[config.mk]
export PLATFORM = sky130hd
export DESIGN_NAME = rv32i_decoder
export DESIGN_NICKNAME = d
export VERILOG_FILES = /design/src/rtl/rv32i_decoder.sv
export SDC_FILE = /design/constraint.sdc
export NUM_CORES = 1
export LEC_CHECK = 0
export BUFFER_PORTS_ARGS = -buffer_cell sky130_fd_sc_hd__buf_2
export CAP_MARGIN = 30
export CORE_MARGIN = 4
export CORE_UTILIZATION = 49
export CTS_CLUSTER_DIAMETER = 150
export DETAILED_ROUTE_END_ITERATION = 12
export GPL_ROUTABILITY_DRIVEN = 0
export MAX_ROUTING_LAYER = met4
export PLACE_DENSITY = 0.82
export RECOVER_POWER = 25
export SYNTH_ARGS = -nofsm -noshare
export SYNTH_HDL_FRONTEND = slang
export SYNTH_SLANG_ARGS = --single-unit
export TNS_END_PERCENT = 1
[constraint.sdc]
create_clock -name clk -period 4.36 [get_ports clk]
set_clock_uncertainty 0.2 [all_clocks]
set_input_delay 0.872 -clock clk [delete_from_list [all_inputs] [get_ports clk]]
set_output_delay 0.872 -clock clk [all_outputs]
set_load 0.01 [all_outputs]
[src/rtl/rv32i_decoder.sv]
// RV32I instruction decoder: combinational classify/extract, one-cycle registered outputs.
// Optional macro RV32I_DEC_SYSTEM_EN enables FENCE, ECALL and EBREAK decode.
module rv32i_decoder #(
  parameter int unsigned XLEN = 32
) (
  input  logic            clk,
  input  logic            reset,
  input  logic [XLEN-1:0] instr,
  output logic [XLEN-1:0] rs1,
  output logic [XLEN-1:0] rs2,
  output logic [XLEN-1:0] rd,
  output logic [XLEN-1:0] imm,
  output logic [5:0]      fmt,
  output logic [5:0]      op,
  output logic            illegal
);

  typedef enum logic [5:0] {
    OP_NONE, OP_LUI, OP_AUIPC, OP_JAL, OP_JALR,
    OP_BEQ, OP_BNE, OP_BLT, OP_BGE, OP_BLTU, OP_BGEU,
    OP_LB, OP_LH, OP_LW, OP_LBU, OP_LHU,
    OP_SB, OP_SH, OP_SW,
    OP_ADDI, OP_SLTI, OP_SLTIU, OP_XORI, OP_ORI, OP_ANDI, OP_SLLI, OP_SRLI, OP_SRAI,
    OP_ADD, OP_SUB, OP_SLL, OP_SLT, OP_SLTU, OP_XOR, OP_SRL, OP_SRA, OP_OR, OP_AND,
    OP_FENCE, OP_ECALL, OP_EBREAK
  } op_e;

  logic [6:0] opcode;
  logic [2:0] funct3;
  logic [6:0] funct7;
  logic       f7_zero, f7_alt;
  logic       opc_opimm, opc_load, opc_jalr, opc_fence, opc_system;

  assign opcode  = instr[6:0];
  assign funct3  = instr[14:12];
  assign funct7  = instr[31:25];
  assign f7_zero = (funct7 == 7'b0000000);
  assign f7_alt  = (funct7 == 7'b0100000);

  assign opc_opimm  = (opcode == 7'b0010011);
  assign opc_load   = (opcode == 7'b0000011);
  assign opc_jalr   = (opcode == 7'b1100111);
  assign opc_fence  = (opcode == 7'b0001111);
  assign opc_system = (opcode == 7'b1110011);

  logic is_R, is_I, is_S, is_B, is_U, is_J;

  assign is_R = (opcode == 7'b0110011);
  assign is_S = (opcode == 7'b0100011);
  assign is_B = (opcode == 7'b1100011);
  assign is_U = (opcode == 7'b0110111) || (opcode == 7'b0010111);
  assign is_J = (opcode == 7'b1101111);
`ifdef RV32I_DEC_SYSTEM_EN
  assign is_I = opc_opimm || opc_load || opc_jalr || opc_fence || opc_system;
`else
  assign is_I = opc_opimm || opc_load || opc_jalr;
`endif

  logic is_LUI, is_AUIPC, is_JAL, is_JALR;
  logic is_BEQ, is_BNE, is_BLT, is_BGE, is_BLTU, is_BGEU;
  logic is_LB, is_LH, is_LW, is_LBU, is_LHU;
  logic is_SB, is_SH, is_SW;
  logic is_ADDI, is_SLTI, is_SLTIU, is_XORI, is_ORI, is_ANDI, is_SLLI, is_SRLI, is_SRAI;
  logic is_ADD, is_SUB, is_SLL, is_SLT, is_SLTU, is_XOR, is_SRL, is_SRA, is_OR, is_AND;
  logic is_FENCE, is_ECALL, is_EBREAK;

  assign is_LUI   = (opcode == 7'b0110111);
  assign is_AUIPC = (opcode == 7'b0010111);
  assign is_JAL   = is_J;
  assign is_JALR  = opc_jalr && (funct3 == 3'b000);

  assign is_BEQ  = is_B && (funct3 == 3'b000);
  assign is_BNE  = is_B && (funct3 == 3'b001);
  assign is_BLT  = is_B && (funct3 == 3'b100);
  assign is_BGE  = is_B && (funct3 == 3'b101);
  assign is_BLTU = is_B && (funct3 == 3'b110);
  assign is_BGEU = is_B && (funct3 == 3'b111);

  assign is_LB  = opc_load && (funct3 == 3'b000);
  assign is_LH  = opc_load && (funct3 == 3'b001);
  assign is_LW  = opc_load && (funct3 == 3'b010);
  assign is_LBU = opc_load && (funct3 == 3'b100);
  assign is_LHU = opc_load && (funct3 == 3'b101);

  assign is_SB = is_S && (funct3 == 3'b000);
  assign is_SH = is_S && (funct3 == 3'b001);
  assign is_SW = is_S && (funct3 == 3'b010);

  assign is_ADDI  = opc_opimm && (funct3 == 3'b000);
  assign is_SLTI  = opc_opimm && (funct3 == 3'b010);
  assign is_SLTIU = opc_opimm && (funct3 == 3'b011);
  assign is_XORI  = opc_opimm && (funct3 == 3'b100);
  assign is_ORI   = opc_opimm && (funct3 == 3'b110);
  assign is_ANDI  = opc_opimm && (funct3 == 3'b111);
  assign is_SLLI  = opc_opimm && (funct3 == 3'b001) && f7_zero;
  assign is_SRLI  = opc_opimm && (funct3 == 3'b101) && f7_zero;
  assign is_SRAI  = opc_opimm && (funct3 == 3'b101) && f7_alt;

  assign is_ADD  = is_R && (funct3 == 3'b000) && f7_zero;
  assign is_SUB  = is_R && (funct3 == 3'b000) && f7_alt;
  assign is_SLL  = is_R && (funct3 == 3'b001) && f7_zero;
  assign is_SLT  = is_R && (funct3 == 3'b010) && f7_zero;
  assign is_SLTU = is_R && (funct3 == 3'b011) && f7_zero;
  assign is_XOR  = is_R && (funct3 == 3'b100) && f7_zero;
  assign is_SRL  = is_R && (funct3 == 3'b101) && f7_zero;
  assign is_SRA  = is_R && (funct3 == 3'b101) && f7_alt;
  assign is_OR   = is_R && (funct3 == 3'b110) && f7_zero;
  assign is_AND  = is_R && (funct3 == 3'b111) && f7_zero;

`ifdef RV32I_DEC_SYSTEM_EN
  assign is_FENCE  = opc_fence && (funct3 == 3'b000);
  assign is_ECALL  = (instr == 32'h0000_0073);
  assign is_EBREAK = (instr == 32'h0010_0073);
`else
  assign is_FENCE  = 1'b0;
  assign is_ECALL  = 1'b0;
  assign is_EBREAK = 1'b0;
`endif

  op_e op_d;

  // Instruction flags are mutually exclusive, so chain order is irrelevant.
  always_comb begin
    op_d = OP_NONE;
    if      (is_LUI)    op_d = OP_LUI;
    else if (is_AUIPC)  op_d = OP_AUIPC;
    else if (is_JAL)    op_d = OP_JAL;
    else if (is_JALR)   op_d = OP_JALR;
    else if (is_BEQ)    op_d = OP_BEQ;
    else if (is_BNE)    op_d = OP_BNE;
    else if (is_BLT)    op_d = OP_BLT;
    else if (is_BGE)    op_d = OP_BGE;
    else if (is_BLTU)   op_d = OP_BLTU;
    else if (is_BGEU)   op_d = OP_BGEU;
    else if (is_LB)     op_d = OP_LB;
    else if (is_LH)     op_d = OP_LH;
    else if (is_LW)     op_d = OP_LW;
    else if (is_LBU)    op_d = OP_LBU;
    else if (is_LHU)    op_d = OP_LHU;
    else if (is_SB)     op_d = OP_SB;
    else if (is_SH)     op_d = OP_SH;
    else if (is_SW)     op_d = OP_SW;
    else if (is_ADDI)   op_d = OP_ADDI;
    else if (is_SLTI)   op_d = OP_SLTI;
    else if (is_SLTIU)  op_d = OP_SLTIU;
    else if (is_XORI)   op_d = OP_XORI;
    else if (is_ORI)    op_d = OP_ORI;
    else if (is_ANDI)   op_d = OP_ANDI;
    else if (is_SLLI)   op_d = OP_SLLI;
    else if (is_SRLI)   op_d = OP_SRLI;
    else if (is_SRAI)   op_d = OP_SRAI;
    else if (is_ADD)    op_d = OP_ADD;
    else if (is_SUB)    op_d = OP_SUB;
    else if (is_SLL)    op_d = OP_SLL;
    else if (is_SLT)    op_d = OP_SLT;
    else if (is_SLTU)   op_d = OP_SLTU;
    else if (is_XOR)    op_d = OP_XOR;
    else if (is_SRL)    op_d = OP_SRL;
    else if (is_SRA)    op_d = OP_SRA;
    else if (is_OR)     op_d = OP_OR;
    else if (is_AND)    op_d = OP_AND;
    else if (is_FENCE)  op_d = OP_FENCE;
    else if (is_ECALL)  op_d = OP_ECALL;
    else if (is_EBREAK) op_d = OP_EBREAK;
  end

  logic            legal;
  logic [5:0]      fmt_d;
  logic [XLEN-1:0] rs1_d, rs2_d, rd_d, imm_d;

  assign legal = (op_d != OP_NONE);
  assign fmt_d = {is_J, is_U, is_B, is_S, is_I, is_R};
  assign rs1_d = (is_R || is_I || is_S || is_B) ? {{(XLEN-5){1'b0}}, instr[19:15]} : '0;
  assign rs2_d = (is_R || is_S || is_B)         ? {{(XLEN-5){1'b0}}, instr[24:20]} : '0;
  assign rd_d  = (is_R || is_I || is_U || is_J) ? {{(XLEN-5){1'b0}}, instr[11:7]}  : '0;

  always_comb begin
    imm_d = '0;
    if (is_SLLI || is_SRLI || is_SRAI)
      imm_d = {{(XLEN-5){1'b0}}, instr[24:20]};
    else if (is_I)
      imm_d = {{(XLEN-12){instr[31]}}, instr[31:20]};
    else if (is_S)
      imm_d = {{(XLEN-12){instr[31]}}, instr[31:25], instr[11:7]};
    else if (is_B)
      imm_d = {{(XLEN-13){instr[31]}}, instr[31], instr[7], instr[30:25], instr[11:8], 1'b0};
    else if (is_U)
      imm_d = {instr[31:12], 12'b0};
    else if (is_J)
      imm_d = {{(XLEN-21){instr[31]}}, instr[31], instr[19:12], instr[20], instr[30:21], 1'b0};
  end

  logic [XLEN-1:0] rs1_q, rs2_q, rd_q, imm_q;
  logic [5:0]      fmt_q;
  op_e             op_q;
  logic            illegal_q;

  always_ff @(posedge clk) begin
    if (reset || !legal) begin
      rs1_q     <= '0;
      rs2_q     <= '0;
      rd_q      <= '0;
      imm_q     <= '0;
      fmt_q     <= '0;
      op_q      <= OP_NONE;
      illegal_q <= !reset;
    end else begin
      rs1_q     <= rs1_d;
      rs2_q     <= rs2_d;
      rd_q      <= rd_d;
      imm_q     <= imm_d;
      fmt_q     <= fmt_d;
      op_q      <= op_d;
      illegal_q <= 1'b0;
    end
  end

  assign rs1     = rs1_q;
  assign rs2     = rs2_q;
  assign rd      = rd_q;
  assign imm     = imm_q;
  assign fmt     = fmt_q;
  assign op      = op_q;
  assign illegal = illegal_q;

endmodule

### Word-level counts from Yosys, hierarchy flattened

Index checks and enable logic that the tools add are counted.
W data, S select, Z words.

| storage, ports and cells | value |
|---|---|
| input bits | 34 |
| logic and storage cells | 140 |
| output and inout bits | 141 |
| flip-flop bits (word level) | 141 |

| operators by class | value |
|---|---|
| bitwise logic cells | 3 |
| eq/ne operators | 17 |
| reductions and logical operators | 66 |
| multiplexer cells | 43 |

Operator list:

| operator | number |
|---|---|
| $mux W6 | 37 |
| $mux W32 | 5 |
| $logic_and A1 B1 Y1 | 44 |
| $eq A7 B6 Y1 const B | 4 |
| $eq A7 B7 Y1 const B | 3 |
| $eq A7 B5 Y1 const B | 2 |
| $logic_or A1 B1 Y1 | 13 |
| $eq A3 B3 Y1 const B | 4 |
| $reduce_or A2 Y1 | 4 |
| $eq A7 B2 Y1 const B | 1 |
| $logic_not A7 Y1 | 1 |
| $eq A3 B2 Y1 const B | 2 |
| $reduce_bool A6 Y1 | 1 |
| $mux W5 | 1 |
| $eq A3 B1 Y1 const B | 1 |
| $logic_not A3 Y1 | 1 |
| $not A1 Y1 | 3 |
| $logic_not A1 Y1 | 2 |

### Logic depth before layout (Yosys ltp)

Gate-level depths: netlist of the first run.

| logic depth | value |
|---|---|
| depth after elaboration | 44 |
| mapped depth | 11 |
| gate-level depth less buffers | 7 |

### Least setup slack after synthesis of the first run

Ideal clock, no wire load.

| path | value |
|---|---|
| kind | input to register |
| start point | input port instr[5] |
| end point | register imm_q[12], in the netlist imm[12] |
| stages | 10 |
| data arrival time | 2.553 ns |
| setup slack | 1.448 ns |
| buffers on the path | 4 |
| setup time | 0.159 ns |
| cell sequence | buf_2 > buf_1 > inv_1 > a221oi_1 > o211ai_1 > nor4b_1 > and3_1 > buf_6 > buf_2 > a211oi_1 |

| between the ends | value |
|---|---|
| longest elaborated chain between the ends | 44 |
| elaborated cells on any way between the ends | 104 |
| classes of those cells | eq/ne: 9; mux: 42; reduce/logical: 53 |

Ends and longest elaborated chain:

| element | line | RTL |
|---|---|---|
| start: declaration | 8 | `input logic [XLEN-1:0] instr,` |
| $eq A7 B6 Y1 | 48 | `assign is_R = (opcode == 7'b0110011);` |
| $logic_and A1 B1 Y1 (2 in a row) | 108 | `assign is_AND = is_R && (funct3 == 3'b111) && f7_zero;` |
| $mux W6 | 161 | `else if (is_AND) op_d = OP_AND;` |
| $mux W6 | 160 | `else if (is_OR) op_d = OP_OR;` |
| $mux W6 | 159 | `else if (is_SRA) op_d = OP_SRA;` |
| $mux W6 | 158 | `else if (is_SRL) op_d = OP_SRL;` |
| $mux W6 | 157 | `else if (is_XOR) op_d = OP_XOR;` |
| $mux W6 | 156 | `else if (is_SLTU) op_d = OP_SLTU;` |
| [... 27 more ...] | - |  |
| $mux W6 | 128 | `else if (is_JALR) op_d = OP_JALR;` |
| $mux W6 | 127 | `else if (is_JAL) op_d = OP_JAL;` |
| $mux W6 | 126 | `else if (is_AUIPC) op_d = OP_AUIPC;` |
| $mux W6 | 125 | `if (is_LUI) op_d = OP_LUI;` |
| $reduce_bool A6 Y1 | 171 | `assign legal = (op_d != OP_NONE);` |
| $logic_not A1 Y1 | 199 | `if (reset \|\| !legal) begin` |
| $logic_or A1 B1 Y1 | 199 |  |
| $reduce_or A2 Y1 (no source line) | - |  |
| end signal: assignment | 211 | `imm_q <= imm_d;` |
| end: declaration | 193 | `logic [XLEN-1:0] rs1_q, rs2_q, rd_q, imm_q;` |

Parallel ways exist; a longest one is shown, timed or not.
A chain may end at the register's enable or synchronous reset.

### Worst setup path in the final report of the first run

| path | value |
|---|---|
| start point | input port instr[4] |
| end point | register fmt_q[0], in the netlist fmt[0] |

| between the ends | value |
|---|---|
| longest elaborated chain between the ends | 43 |
| elaborated cells on any way between the ends | 93 |
| classes of those cells | eq/ne: 9; mux: 37; reduce/logical: 47 |

Ends and longest elaborated chain:

| element | line | RTL |
|---|---|---|
| $eq A7 B6 Y1 | 48 |  |
| $logic_and A1 B1 Y1 (2 in a row) | 108 |  |
| $mux W6 | 161 |  |
| $mux W6 | 160 |  |
| $mux W6 | 159 |  |
| $mux W6 | 158 |  |
| $mux W6 | 157 |  |
| $mux W6 | 156 |  |
| [... 26 more ...] | - |  |
| $mux W6 | 129 | `else if (is_BEQ) op_d = OP_BEQ;` |
| $mux W6 | 128 |  |
| $mux W6 | 127 |  |
| $mux W6 | 126 |  |
| $mux W6 | 125 |  |
| $reduce_bool A6 Y1 | 171 |  |
| $logic_not A1 Y1 | 199 |  |
| $logic_or A1 B1 Y1 | 199 |  |
| end signal: assignment | 212 | `fmt_q <= fmt_d;` |
| end: declaration | 194 | `logic [5:0] fmt_q;` |

Parallel ways exist; a longest one is shown, timed or not.

==> metrics.csv, run 1 <==
metric;value;unit
Mapped Area;0.00339;mm²
distinct cell type count after synthesis;56;
fill count;608;
Post-synth EDFFs;0;
WS Path Type;input port to flip-flop;
Fin Hold WS;611;ps
Seq cells post-synth;60;
Final Hold Viols;0;
Initial Util;0.502;
via-per-instance ratio;5.29;
share of layout cells above drive strength 1;0.231;
vias in the first global route;2536;
Clock transition at path regs;60;ps
Cell Pwr Density;336;mW/mm²
die area;0.00831;mm²
I/O pin count;175;
worst-path fanout max;52;
Synth Flop Type;dfxtp_1;
# rows;30;
final WL;7.91;mm
largest net degree at the start of global routing;53;
maximum vdd drop;0.000146;V
Post-DRT Antenna Nets;0;
DPL Wire Length;5.99;mm
post-CTS setup buffers;0;
FMAX;301;MHz
# hold bufs at CTS;0;
failing checks;max-capacitance violations, max-slew violations;
cell breakdown of the critical path;buf_2 > nor2b_1 > and3_1 > a221oi_1 > o211ai_1 > nor4b_1 > and3_2 > buf_4 > nor3_1;
setup_tns;0;ps
# diodes;0;
Final Max Slew Viols;41;
Root Driver;clkbuf_8;
Yosys warning count;0;
CTS Sinks;60;
clock buffer depth;2;
H-Tree Depth;3;
static leakage power;0.00149;µW
number of buffers added on ports;93;
number of max-capacitance violations reported;1;
Post-Synthesis Cells;378;
final instance area;0.00370;mm²
Die Span Y;91.2;µm
Tcrit/Tclk final;0.762;
DRT Pass-1 Iters;5;
CTS tree;done;
drt first-iter violations;348;
mean post-synth cell area;8.97;µm²
post-synthesis sequential area ratio;0.354;
final net count;488;
Critical Path Max Stage Delay;480;ps
detail-routed net length per standard cell;14.7;µm
status;complete, but fails checks;
Setup-failing EPs final;0;
type of destination of the critical path;flip-flop;
DRC;0;
post_cts resized;0;
DIE WIDTH;91.2;µm
Post-synth ARST share;0;
slowest stage cell, crit path;buf_4;
Layout area overhead;9.23;%
CP Launch Type;input port;
DR vias;2852;
worst slew pin tran;1970;ps
total gr overflow;0;
Worst Hold Class;input port to flip-flop;
TritonCTS Buffers;9;
Placeable Area;0.00676;mm²
initial antenna violation count;0;
critical path data required time;4260;ps
fin crit period;3320;ps
global-route wire length before repair;12.3;mm
GR Util All Layers;0.187;
Slew Limit Headroom;-0.313;
RSZ-0062 raised after global routing;false;
Crit path arrival time;3230;ps
placed inst area;0.00352;mm²
-- metal layers --
metal / global-route usage / routed length (µm) / part of all wire
met2: 0.290 / 3690 / 0.47
met3: 0.0522 / 836 / 0.11
met5: - / 0 / 0
met4: 0.0867 / 252 / 0.032
met1: 0.226 / 3130 / 0.40
-- final timing paths --
path | depth (start not counted) | endpoint | slack [ps] | start
worst max-delay path | 9 | fmt[0] | 1040 | instr[4]
worst min-delay path | 3 | imm[15] | 610 | instr[15]
-- state kept, by name, indices dropped and copies added, names as in the netlist --
register  count
imm          32
rs1           5
illegal       1
fmt           6
op            6
rd            5
rs2           5
-- area by class of cell --
| class | count | area, µm² | share of cell area |
|---|---|---|---|
| Timing Repair Buffer | 95 | 440 | 0.119 |
| Tap cell | 80 | 100 | 0.0270 |
| Multi-Input combinational cell | 286 | 1730 | 0.467 |
| Inverter | 2 | 7.51 | 0.00203 |
| Clock buffer | 10 | 138 | 0.0372 |
| Clock inverter | 6 | 86.3 | 0.0233 |
| Sequential cell | 60 | 1200 | 0.324 |
-- placed cells by master (no fill, tap or decap), types with 4 or more instances in the layout --
cell type,instances
buf_2,64
nor4b_1,7
clkbuf_8,10
a211oi_1,21
a21oi_1,7
nor4_1,4
nor2b_1,9
nor3b_1,4
a22oi_1,7
nand2b_1,9
nor3_1,14
or2_2,5
nand2_1,29
nor2_1,15
o21ai_0,6
dfxtp_1,60
conb_1,81
a31oi_1,4
nor4b_2,15
nand3_1,6
clkbuf_1,30
-- through the flow --
stage / std cells / setup slack, ps / total power, µW / utilization
6_report: 539 / 1040 / 1250 / 0.548
5_1_grt: 539 / 912 / 1290 / 0.548
4_1_cts: 539 / 1170 / 1250 / 0.554
3_5_place_dp: 523 / 816 / 696 / 0.521
3_3_place_gp: 522 / 911 / 693 / 0.520
2_1_floorplan: 458 / 1450 / 720 / -
-- power by group --
| part | internal (µW) | switching [µW] |
|---|---|---|
| registers | 550 | 0.428 |
| clock network | 337 | 221 |
| logic | 34.2 | 103 |
-- synthesized netlist by cell type (7+ instances only) --
cell / number / share of area
buf_2: 11 / 0.016
nor4b_1: 7 / 0.018
nor2_1: 15 / 0.017
nor2b_1: 9 / 0.017
clkbuf_1: 13 / 0.014
nand2_1: 29 / 0.032
nor3_1: 14 / 0.021
a22oi_1: 7 / 0.015
nand2b_1: 9 / 0.017
a21oi_1: 7 / 0.010
nor4b_2: 15 / 0.066
dfxtp_1: 60 / 0.35
a211oi_1: 21 / 0.046
buf_4: 81 / 0.18
-- critical path: cells and delay by family --
family / cells / cell delay, ps
buffers and inverters: 2 / 640
AO/OA/AOI/OAI: 2 / 450
AND/OR/NAND/NOR: 5 / 1220
-- cells by family (layout without fill, tap and decap cells) --
logic type,after synthesis,in the layout,synth area share
other cells,1,81,0.00111
mux,3,3,0.00886
buf+inv,112,113,0.224
compound gates,64,64,0.138
flops,60,60,0.354
simple gates,136,136,0.268
xor+xnor,2,2,0.00517
Power figures use the tool's default switching activity.
==> run 2: changes to the inputs <==
--- a/config.mk
+++ b/config.mk
@@ -5,15 +5,16 @@
 export SDC_FILE = /design/constraint.sdc
 export NUM_CORES = 1
 export LEC_CHECK = 0
+export ABC_AREA = 1
 export BUFFER_PORTS_ARGS = -buffer_cell sky130_fd_sc_hd__buf_2
 export CAP_MARGIN = 30
 export CORE_MARGIN = 4
-export CORE_UTILIZATION = 49
+export CORE_UTILIZATION = 40
 export CTS_CLUSTER_DIAMETER = 150
 export DETAILED_ROUTE_END_ITERATION = 12
 export GPL_ROUTABILITY_DRIVEN = 0
 export MAX_ROUTING_LAYER = met4
-export PLACE_DENSITY = 0.82
+export PLACE_DENSITY = 0.72
 export RECOVER_POWER = 25
 export SYNTH_ARGS = -nofsm -noshare
 export SYNTH_HDL_FRONTEND = slang
==> constraint.sdc (replaced) <==
create_clock -name clk -period 2.7 [get_ports clk]
set_clock_uncertainty 0.2 [all_clocks]
set_input_delay 0.54 -clock clk [delete_from_list [all_inputs] [get_ports clk]]
set_output_delay 0.54 -clock clk [all_outputs]
set_load 0.01 [all_outputs]
==> metrics.csv, run 2 <==
metric;value;unit
worst slew pin tran;692;ps
static leakage power;0.00202;µW
Crit path arrival time;2560;ps
Synth Flop Type;dfxtp_1;
Die Span Y;97.1;µm
Synth top area share;0.378;
distinct cell type count after synthesis;33;
clock buffer depth;2;
mean post-synth cell area;7.56;µm²
Worst Hold Class;input port to flip-flop;
share of layout cells above drive strength 1;0.311;
Placeable Area;0.00773;mm²
top-count cell post-synth;buf_4;
Layout area overhead;24.7;%
via-per-instance ratio;4.52;
most frequent cells in the layout;81 x conb_1, 68 x buf_2, 63 x nor2_1, 60 x dfxtp_1, 42 x inv_1;
Setup-failing EPs final;0;
maximum vdd drop;0.000216;V
initial antenna violation count;0;
Post-Synthesis Cells;420;
final WL;8.20;mm
final net count;592;
Total Power;1860;µW
vias in the first global route;2907;
number of buffers added on ports;93;
DRT Pass-1 Iters;4;
drt first-iter violations;159;
Final Hold Viols;0;
commonest non-fill, non-tap cell in the layout;conb_1;
post-synthesis sequential area ratio;0.378;
synth cell count leaders;82 x buf_4, 65 x nor2_1, 60 x dfxtp_1;
worst-path fanout max;12;
Clock transition at path regs;70;ps
DRC;0;
Seq cells post-synth;60;
Root Driver;clkbuf_8;
Final Max Slew Viols;0;
global-route wire length before repair;13.1;mm
Mapped Area;0.00318;mm²
Synth area leaders;dfxtp_1 38%, buf_4 19%, nor2_1 7.7%;
# rows;32;
Tcrit/Tclk final;0.944;
Post-DRT Antenna Nets;0;
H-Tree Depth;3;
GR Util All Layers;0.172;
total gr overflow;0;
detail-routed net length per standard cell;12.3;µm
DIE WIDTH;97.1;µm
Post-synth ARST share;0;
I/O pin count;175;
status;completed;
Initial Util;0.411;
Post-synth EDFFs;0;
# diodes;0;
fin crit period;2550;ps
number of max-capacitance violations reported;0;
TritonCTS Buffers;9;
cell taking the most area after synthesis;dfxtp_1;
Cell Pwr Density;470;mW/mm²
Yosys warning count;0;
CTS tree;done;
CP Launch Type;input port;
FMAX;392;MHz
# hold bufs at CTS;0;
largest net degree at the start of global routing;16;
die area;0.00943;mm²
DPL Wire Length;6.56;mm
max reg flops;32;
DR vias;3007;
post-layout worst setup margin;150;ps
RSZ-0062 raised after global routing;true;
CTS Sinks;60;
WS Path Type;input port to flip-flop;
dpl ws;-190;ps
Slew Limit Headroom;0.535;
critical path data required time;2710;ps
type of destination of the critical path;flip-flop;
Final Util;0.512;
run 2: cell count changes in the layout (fill, tap and decap cells not counted), moves of 6 or more:
cell,delta
nor2_1,+48
inv_1,+40
buf_4,+36
nor2_2,+25
a211oi_1,-21
nor4b_2,-15
nand3_1,+13
a21oi_1,+11
nand2_1,+9
nand2b_1,-9
nor2b_1,-9
nor4b_1,-7
inv_2,+6
nor3_1,-6
run 2: worst max-delay path, cell delays in order:
cell     delay, ps
buf_2          180
buf_4          140
nor3_2          70
o21a_1         220
nor2_2         180
nand2_2        100
nor4_4         290
nand4_1        150
nor2_2         170
nand4_4        170
nand3_4        140
buf_12         150
nor2_1          50
run 2: timing repair:
action | 4_1_cts | 5_1_grt
resized for setup | 0 | 12
setup endpoints to repair | 0 | 56
setup buffers | 0 | 2
endpoints found under the hold margin | 0 | 0
run 2: path summary, 6_finish.rpt:
check | slack [ps] | cells after the start | end | startpoint
worst max-delay path | 150 | 13 | imm[25] | instr[13]
worst min-delay path | 170 | 2 | illegal | reset
run 2: per-layer routing:
| layer | wire [µm] | part of all wire | track usage |
|---|---|---|---|
| met2 | 4130 | 0.50 | 0.302 |
| met4 | 299 | 0.036 | 0.0778 |
| met1 | 2980 | 0.36 | 0.177 |
| met3 | 791 | 0.096 | 0.0524 |
| met5 | 0 | 0 | - |
run 2: power by group:
group / switching [µW] / internal (µW)
logic: 140 / 60.0
registers: 0.671 / 888
clock network: 347 / 426
total: 488 / 1370
run 2: area by class of cell:
| class | instances | area (µm²) |
|---|---|---|
| clock buffers | 10 | 128 |
| inverters | 49 | 185 |
| multi-input cells | 306 | 1500 |
| repair buffers | 132 | 752 |
| fillers | 755 | 3770 |
| clock inverters | 6 | 65.1 |
| flip-flops and latches | 60 | 1200 |
| well taps | 102 | 128 |
run 2: cells by family after synthesis:
group	share of synthesized area
simple gates	0.284
buf+inv	0.260
flops	0.378
compound gates	0.0764
other cells	0.00118
run 2: metrics by stage:
stage	TNS, ps	hold WS (ps)	std cells	cell area [µm²]
floorplan	0	412	500	3480
global placement	-1680	513	647	3730
detailed placement	-6900	518	647	3730
CTS	0	158	663	3920
global route	-1240	166	665	3960
finish	0	175	665	3960
